<file path="src/rtl/fir_tap_scheduler.sv">
// Tap scheduler for a 40-tap transposed FIR: arbitrates host coefficient writes against
// 10-tap read bursts on 4 SRAM banks. Optional macro FIR_COEFF_MIRROR_EN: symmetric loading.
module fir_tap_scheduler #(
  parameter int NUM_BANK      = 4,
  parameter int TAPS_PER_BANK = 10,
  parameter int DATA_W        = 16,
  parameter int ADDR_W        = 4
) (
  input  logic                iClk_12M,
  input  logic                iRst,
  input  logic                iEnSample_600k,
  input  logic                iUpdateReq,
  input  logic                iCoeffValid,
  input  logic [5:0]          iCoeffIdx,
  input  logic [DATA_W-1:0]   iCoeffData,
  input  logic                iDropClr,
  output logic                oUpdateAck,
  output logic                oCoeffReady,
  output logic [NUM_BANK-1:0] oCsnRam,
  output logic [NUM_BANK-1:0] oWrnRam,
  output logic [ADDR_W-1:0]   oAddrRam,
  output logic [DATA_W-1:0]   oWrDtRam,
  output logic                oAccClr,
  output logic                oEnMul,
  output logic [3:0]          oTapSel,
  output logic                oEnAcc,
  output logic                oEnSum,
  output logic                oBusy,
  output logic                oSampleDrop,
  output logic                oIdxErr,
  output logic [2:0]          dbg_state
);

  localparam int BANK_W     = (NUM_BANK > 1) ? $clog2(NUM_BANK) : 1;
  localparam int TOTAL_TAPS = NUM_BANK * TAPS_PER_BANK;
`ifdef FIR_COEFF_MIRROR_EN
  localparam int IDX_LIMIT  = TOTAL_TAPS / 2;
`else
  localparam int IDX_LIMIT  = TOTAL_TAPS;
`endif

  localparam logic [2:0] S_IDLE   = 3'd0;
  localparam logic [2:0] S_UPDATE = 3'd1;
  localparam logic [2:0] S_READ   = 3'd2;
  localparam logic [2:0] S_DRAIN  = 3'd3;
  localparam logic [2:0] S_SUM    = 3'd4;

  logic [2:0] state;
  logic [2:0] state_nxt;
  logic [3:0] cnt;
  logic       hs;
  logic       idx_ok;
  logic       wr_pend;

  // Bank/offset split of a global tap index by range compare against bank bases.
  function automatic logic [BANK_W-1:0] bank_of(input logic [5:0] idx);
    bank_of = '0;
    for (int b = 1; b < NUM_BANK; b++)
      if (idx >= 6'(b * TAPS_PER_BANK)) bank_of = BANK_W'(b);
  endfunction

  function automatic logic [ADDR_W-1:0] addr_of(input logic [5:0] idx);
    logic [5:0] base;
    base = '0;
    for (int b = 1; b < NUM_BANK; b++)
      if (idx >= 6'(b * TAPS_PER_BANK)) base = 6'(b * TAPS_PER_BANK);
    addr_of = ADDR_W'(idx - base);
  endfunction

  function automatic logic [NUM_BANK-1:0] sel_of(input logic [BANK_W-1:0] bank);
    sel_of = ~(NUM_BANK'(1) << bank);
  endfunction

  // Handshake: a coefficient transfers on any cycle where iCoeffValid and oCoeffReady are
  // both high while in UPDATE; the host holds idx/data stable while valid is high.
  assign hs        = (state == S_UPDATE) && iCoeffValid && oCoeffReady;
  assign idx_ok    = iCoeffIdx < 6'(IDX_LIMIT);
  assign dbg_state = state;

`ifdef FIR_COEFF_MIRROR_EN
  logic              mir_pend;
  logic              mir_ok;
  logic [5:0]        mir_idx;
  logic [DATA_W-1:0] mir_data;
  assign wr_pend = mir_pend;
`else
  assign wr_pend = 1'b0;
`endif

  always_comb begin
    state_nxt = state;
    case (state)
      S_IDLE: begin
        if (iEnSample_600k)  state_nxt = S_READ;
        else if (iUpdateReq) state_nxt = S_UPDATE;
      end
      S_UPDATE: if (!iUpdateReq && !hs && !wr_pend) state_nxt = S_IDLE;
      S_READ:   if (cnt == 4'(TAPS_PER_BANK - 1)) state_nxt = S_DRAIN;
      S_DRAIN:  if (cnt == 4'd1) state_nxt = S_SUM;
      S_SUM:    state_nxt = S_IDLE;
      default:  state_nxt = S_IDLE;
    endcase
  end

  always_ff @(posedge iClk_12M) begin
    if (iRst) begin
      state       <= S_IDLE;
      cnt         <= '0;
      oUpdateAck  <= 1'b0;
      oCoeffReady <= 1'b0;
      oCsnRam     <= '1;
      oWrnRam     <= '1;
      oAddrRam    <= '0;
      oWrDtRam    <= '0;
      oAccClr     <= 1'b0;
      oEnMul      <= 1'b0;
      oTapSel     <= '0;
      oEnAcc      <= 1'b0;
      oEnSum      <= 1'b0;
      oBusy       <= 1'b0;
      oSampleDrop <= 1'b0;
      oIdxErr     <= 1'b0;
`ifdef FIR_COEFF_MIRROR_EN
      mir_pend    <= 1'b0;
      mir_ok      <= 1'b0;
      mir_idx     <= '0;
      mir_data    <= '0;
`endif
    end else begin
      state      <= state_nxt;
      oBusy      <= (state_nxt != S_IDLE);
      oUpdateAck <= (state_nxt == S_UPDATE);
`ifdef FIR_COEFF_MIRROR_EN
      oCoeffReady <= (state_nxt == S_UPDATE) && iUpdateReq && !hs && !mir_pend;
`else
      oCoeffReady <= (state_nxt == S_UPDATE) && iUpdateReq;
`endif
      oCsnRam  <= '1;
      oWrnRam  <= '1;
      oWrDtRam <= '0;
      oAccClr  <= 1'b0;
      oEnSum   <= 1'b0;
      // Read data lands one cycle after the address; multiplier and accumulator follow it.
      oEnMul   <= (state == S_READ);
      oEnAcc   <= oEnMul;
      if (state == S_READ) oTapSel <= 4'(oAddrRam);

      case (state)
        S_IDLE: begin
          if (iEnSample_600k) begin
            oCsnRam  <= '0;
            oAddrRam <= '0;
            oAccClr  <= 1'b1;
            cnt      <= '0;
          end
        end
        S_READ: begin
          if (cnt != 4'(TAPS_PER_BANK - 1)) begin
            oCsnRam  <= '0;
            oAddrRam <= oAddrRam + 1'b1;
            cnt      <= cnt + 1'b1;
          end else begin
            cnt <= '0;
          end
        end
        S_DRAIN: begin
          cnt <= cnt + 1'b1;
          if (cnt == 4'd1) oEnSum <= 1'b1;
        end
        S_UPDATE: begin
          if (hs && idx_ok) begin
            oCsnRam  <= sel_of(bank_of(iCoeffIdx));
            oWrnRam  <= sel_of(bank_of(iCoeffIdx));
            oAddrRam <= addr_of(iCoeffIdx);
            oWrDtRam <= iCoeffData;
          end
        end
        default: ;
      endcase

`ifdef FIR_COEFF_MIRROR_EN
      // Second half of a symmetric pair goes out the cycle after the primary write.
      mir_pend <= hs;
      if (hs) begin
        mir_ok   <= idx_ok;
        mir_idx  <= 6'(TOTAL_TAPS - 1) - iCoeffIdx;
        mir_data <= iCoeffData;
      end
      if (mir_pend && mir_ok) begin
        oCsnRam  <= sel_of(bank_of(mir_idx));
        oWrnRam  <= sel_of(bank_of(mir_idx));
        oAddrRam <= addr_of(mir_idx);
        oWrDtRam <= mir_data;
      end
`endif

      oSampleDrop <= (iEnSample_600k && (state != S_IDLE)) || (oSampleDrop && !iDropClr);
      oIdxErr     <= (hs && !idx_ok) || (oIdxErr && !iDropClr);
    end
  end

endmodule

</file>
<file path="config.mk">
export PLATFORM = sky130hd
export DESIGN_NAME = fir_tap_scheduler
export DESIGN_NICKNAME = d
export VERILOG_FILES = /design/src/rtl/fir_tap_scheduler.sv
export SDC_FILE = /design/constraint.sdc
export NUM_CORES = 1
export LEC_CHECK = 0
export CORE_UTILIZATION = 32
export CTS_CLUSTER_DIAMETER = 40
export DETAILED_ROUTE_END_ITERATION = 10
export HOLD_SLACK_MARGIN = 0.03
export SLEW_MARGIN = 20
export SYNTH_ARGS = -nofsm -noshare
export SYNTH_HDL_FRONTEND = slang
export SYNTH_SLANG_ARGS = --single-unit
</file>
<file path="constraint.sdc">
create_clock -name iClk_12M -period 7.2 [get_ports iClk_12M]
set_clock_uncertainty 0.2 [all_clocks]
set_input_delay 1.44 -clock iClk_12M [delete_from_list [all_inputs] [get_ports iClk_12M]]
set_output_delay 1.44 -clock iClk_12M [all_outputs]
set_load 0.1 [all_outputs]
</file>
; Word level (Yosys, flattened, before mapping)
; Index checks and enable logic that the tools add are counted.
[word_totals]
ff_bits = 48
input_bits = 28
out_inout_bits = 44
wordCells = 95
[op_classes]
n_addsub = 3
magnitude_cmp = 4
eq_ne = 10
shifts = 1
muxes = 30
bitwise_logic = 5
reduce_logical = 26
[ops]
columns = op, count
row1 = $mux 4, 13
row2 = $pmux 4 s3, 3
row3 = $mux 3, 5
row4 = $ge 6x5->1 const B, 2
row5 = $pmux 3 s4, 1
row6 = $reduce_bool 3->1, 4
row7 = $mux 2, 5
row8 = $logic_and 1x1->1, 9
row9 = $add 4x1->4 const B, 2
row10 = $eq 3x1->1 const B, 2
row11 = $eq 3x2->1 const B, 2
row12 = $ge 6x4->1 const B, 1
row13 = $lt 6x6->1 const B, 1
row14 = $reduce_or 2->1, 3
row15 = $eq 4x1->1 const B, 1
row16 = $eq 4x4->1 const B, 1
row17 = $logic_not 1->1, 4
row18 = $ne 2x1->1 const B, 2
row19 = $ne 4x4->1 const B, 1
row20 = $not 1->1, 4
row21 = $not 4->4, 1
row22 = $reduce_and 4->1, 1
row23 = $shl 1x2->4 const A, 1
row24 = $sub 4x4->4, 1
row25 = 6 further kinds, 9

; Depth between registers and ports, before layout
[logic_depth]
ltp_word = 11
depth_mapped = 9
ltp_nobuf = 9

; Least setup slack after synthesis
; OpenSTA, ideal clock, no wires.
[synth_timing]
path_kind = input port to flip-flop
from = input port iCoeffIdx[4]
to = register oAddrRam[3]
setup_time_ns = 0.092
t_arrival_ns = 3.268
t_required_ns = 6.908
path_slack_ns = 3.640
path_stages = 9
path_buffers = 0
cell_sequence = inv_1 > maj3_1 > a221o_1 > ha_1 > fa_1 > xnor2_1 > xnor2_1 > a21oi_1 > o32ai_1
[synth_between]
elab_chain_cells = 10
elab_cells_between_ends = 16
classes_between = 1 x add/sub / 4 x order compare / 1 x eq/ne / 8 x mux / 2 x reduce/logical
[synth_rtl]
columns = item, line
row1 = "start, declared", 14  ; input logic [5:0] iCoeffIdx,
row2 = $ge 6x4->1, 66  ; if (idx >= 6'(b * TAPS_PER_BANK)) base = 6'(b * TAPS_PER_BANK);
row3 = $mux 4 (3 in series), 66
row4 = $mux 4, 171  ; if (hs && idx_ok) begin
row5 = $mux 4, 148  ; case (state)
row6 = $mux 4, 106  ; if (iRst) begin
row7 = $sub 4x4->4, 67  ; addr_of = ADDR_W'(idx - base);
row8 = $mux 4, 171
row9 = $pmux 4 s3, 148
row10 = "end signal, assigned", 160  ; oAddrRam <= oAddrRam + 1'b1;
row11 = "end signal, assigned", 174  ; oAddrRam <= addr_of(iCoeffIdx);
row12 = "end, declared", 21  ; output logic [ADDR_W-1:0] oAddrRam,
; Parallel ways exist; a longest one is shown, timed or not. The select of a mux whose other input is x is not followed.
; A chain may end at the register's enable or synchronous reset.

; Final worst setup path
; Ends and elaborated chain as after synthesis.

==> metrics.csv <==
stage,metric,value,unit
cells_and_area,Sequential cell area,961,um2
routing,routed vias/inst,4.57,
die,Die Span Y,77.8,um
clock_network,clock slew at reported path FFs,0.09,ns
clock_network,Post-CTS Setup Bufs,0,
logic_synthesis,"Distinct cells, synth",39,
clock_network,Inserted Clock Buffers,5,
timing,relative slew slack,32.9,%
setup_path,CP endpoint kind,register,
logic_synthesis,Synth async-reset ratio,0,%
power,Leak,1.00,nW
setup_path,"most used cell, CP",xnor2_1,
logic_synthesis,top cell type's share of synthesized area,52.2,%
setup_path,Critical Path AT,4.05,ns
routing,DR iter-0 viols,73,
routing,vias post-DR,1569,
setup_path,worst path bufs/invs,2,
setup_path,CP max stage delay,0.55,ns
setup_path,Crit Path Class,in -> reg,
logic_synthesis,Synth top cells by count,"dfxtp_1, nor2_1, nand2_1",
die,Die Wd,77.8,um
timing,Final Critical Period,4.04,ns
cells_and_area,number of cells in the finished layout apart from fillers,343,
place,GP Congestion,0.763,
logic_synthesis,Post-Synthesis Cells,200,
logic_synthesis,Syn Std Cell Area,1840,um2
setup_path,crit-path max FO,6,
clock_network,CTS sink cnt,48,
global_route,first-pass GRT wire length,6780,um
routing,first-pass iteration count of the detailed router,4,
global_route,gr ovfl total,0,
logic_synthesis,Mapped Avg Cell Area,9.20,um2
place,# port buffers,71,
timing,Slew @ Worst Pin,1.00,ns
logic_synthesis,Synth Flop Type,dfxtp_1,
die,I/O Pins,72,
clock_network,Max H-tree Level,2,
setup_path,startpoint types,input port,
setup_path,worst-path cell chain,clkdlybuf4s50_1 -> inv_1 -> maj3_1 -> a221o_1 -> ha_1 -> fa_1 -> xnor2_1 -> xnor2_1 -> a21oi_1 -> o32ai_1,
logic_synthesis,#FFs+latches synth,48,
status,status,"complete, no violations",
flow_run,Max Cap Viol,0,
logic_synthesis,YS warnings,0,
global_route,largest net degree at the start of global routing,28,
setup_path,Worst path slowest cell,clkdlybuf4s50_1,
global_route,initial antenna violation count,0,
cells_and_area,count of nets after finishing,303,
routing,# DRC,0,
clock_network,worst skew pair latency,0.30,ns
routing,total length of routed wires,4170,um
die,total core area,5510,um2
timing,FMAX,0.247,GHz
power,power density cells,215,nW/um2
timing,RSZ-0062 raised after global routing,false,
logic_synthesis,"EDFF count, synth",0,
cells_and_area,multi-input logic area,826,um2
worst_hold_path,HP Class,reg -> reg,
place,DPL Wire Length,2980,um
timing,Final Hold Viols,0,
place,# placed instances,335,
clock_network,"Hold-fix buffers, CTS",0,
setup_path,cell family with most CP delay,adder cells,
cells_and_area,area grow syn2layout,48.2,%
global_route,GRT Util Overall,14.5,%
logic_synthesis,top-count cell post-synth,dfxtp_1,
timing,endpoints failing setup,0,
timing,setup_tns,0,ns
logic_synthesis,Yosys top cell by area,dfxtp_1,
setup_path,CP Data Required Time,7.21,ns
clock_network,clk buf depth,2,
routing,WL per Instance,12.1,um
timing,pins over their slew limit,0,
cells_and_area,layout cells sized above 1,6.27,%
timing,final worst-path cycle share,56.2,%
routing,ANT nets after route,0,
die,initial core utilization,33.4,%
cells_and_area,Filler cells,531,
die,Rows,27,
clock_network,Root Buffer,clkbuf_8,
cells_and_area,diodes inserted,0,
clock_network,post-CTS sizing,0,
power,peak supply drop,0.0000907,V
logic_synthesis,Syn Nets,233,
clock_network,CTS tree,yes,
die,die area,6060,um2
logic_synthesis,sequential area share after synthesis,52.2,%
logic_synthesis,largest cells by area after synthesis,"dfxtp_1, and2_1, a21oi_1, nor2_1, nand2_1",
global_route,vias in the first global route,1419,
==> sequential cells by signal, summed over array words and instances, names as in the netlist, 3 cells and up <==
name and count:
oWrnRam 4, dbg_state 3, oTapSel 4, oWrDtRam 16, oCsnRam 4, cnt 4, oAddrRam 4
==> tightest hold or removal path: stages, from the launching register on <==
cell and delay (ns):
dfxtp_1 0.32, nand2_1 0.05, a21oi_1 0.05
==> layer usage <==
layer | track usage (%) | up-vias | wire length (um)
met4 | 6.23 | 0 | 77
met1 | 19.8 | 698 | 2050
met3 | 4.24 | 6 | 235
li1 | - | 812 | -
met5 | 0 | - | 0
met2 | 21.0 | 53 | 1800
==> cell usage in the layout, fill, tap and decap left out, types with 2 or more instances in the layout <==
master	Yosys	layout
nand3b_1	2	2
nand3_1	2	2
nor2_1	19	19
nor2b_1	4	4
nand2_1	18	18
nand2b_1	6	6
clkdlybuf4s50_1	0	71
or2_2	2	2
dfxtp_1	48	48
clkinv_4	0	2
o21bai_1	2	2
o32ai_1	2	2
clkbuf_8	0	5
inv_1	6	6
or3_1	4	4
nor3_1	8	8
nor4_1	2	2
and2_1	17	17
o21ai_0	9	9
a21oi_1	15	15
a31oi_1	2	2
xnor2_1	2	2
ha_1	4	4
==> stage by stage <==
| step | hold slack [ns] | power (mW) | utilization, % | area [um2] | setup WS [ns] |
|---|---|---|---|---|---|
| after floorplan | 0.266 | 0.361 | - | 1840 | 3.64 |
| after global placement | 0.251 | 0.396 | 47.4 | 2610 | 2.95 |
| after detailed placement | 0.250 | 0.396 | 47.4 | 2610 | 2.86 |
| after CTS | 0.267 | 0.594 | 49.5 | 2730 | 3.18 |
| after global routing | 0.296 | 0.616 | 49.5 | 2730 | 3.00 |
| final | 0.263 | 0.586 | 49.5 | 2730 | 3.16 |
==> kinds of logic (layout without fill, tap and decap cells) <==
| logic type | after synthesis | in the layout | synth area share [%] |
|---|---|---|---|
| simple gates | 92 | 92 | 27.0 |
| flops | 48 | 48 | 52.2 |
| compound gates | 37 | 37 | 12.0 |
| buf+inv | 14 | 85 | 2.86 |
| fa+ha+maj | 6 | 6 | 4.35 |
| xor+xnor | 2 | 2 | 0.953 |
| mux | 1 | 1 | 0.544 |
==> layout make-up <==
type / instances / share of cell area (%)
flip-flops and latches: 48 / 35.2
multi-input cells: 138 / 30.3
repair buffers: 71 / 26.1
well taps: 72 / 3.30
clock buffers: 5 / 2.52
clock inverters: 3 / 1.74
inverters: 6 / 0.826
==> report_power, final <==
| part | total, mW | leakage, nW | internal (mW) | switching [mW] |
|---|---|---|---|---|
| Combinational | 0.111 | 0.556 | 0.0372 | 0.0739 |
| Sequential | 0.278 | 0.390 | 0.272 | 0.00608 |
| Clock | 0.196 | 0.0583 | 0.105 | 0.0918 |
==> worst paths after layout <==
path	start	endpoint	slack, ns	cells after the start
setup / recovery	iCoeffIdx[4]	oAddrRam[3]	3.16	10
hold / removal	oTapSel[2]	oTapSel[2]	0.26	2
setup reg to reg	dbg_state[0]	oAddrRam[1]	4.83	6
hold reg to reg	oTapSel[2]	oTapSel[2]	0.26	2
No activity file was read; power rests on OpenSTA's default activity.
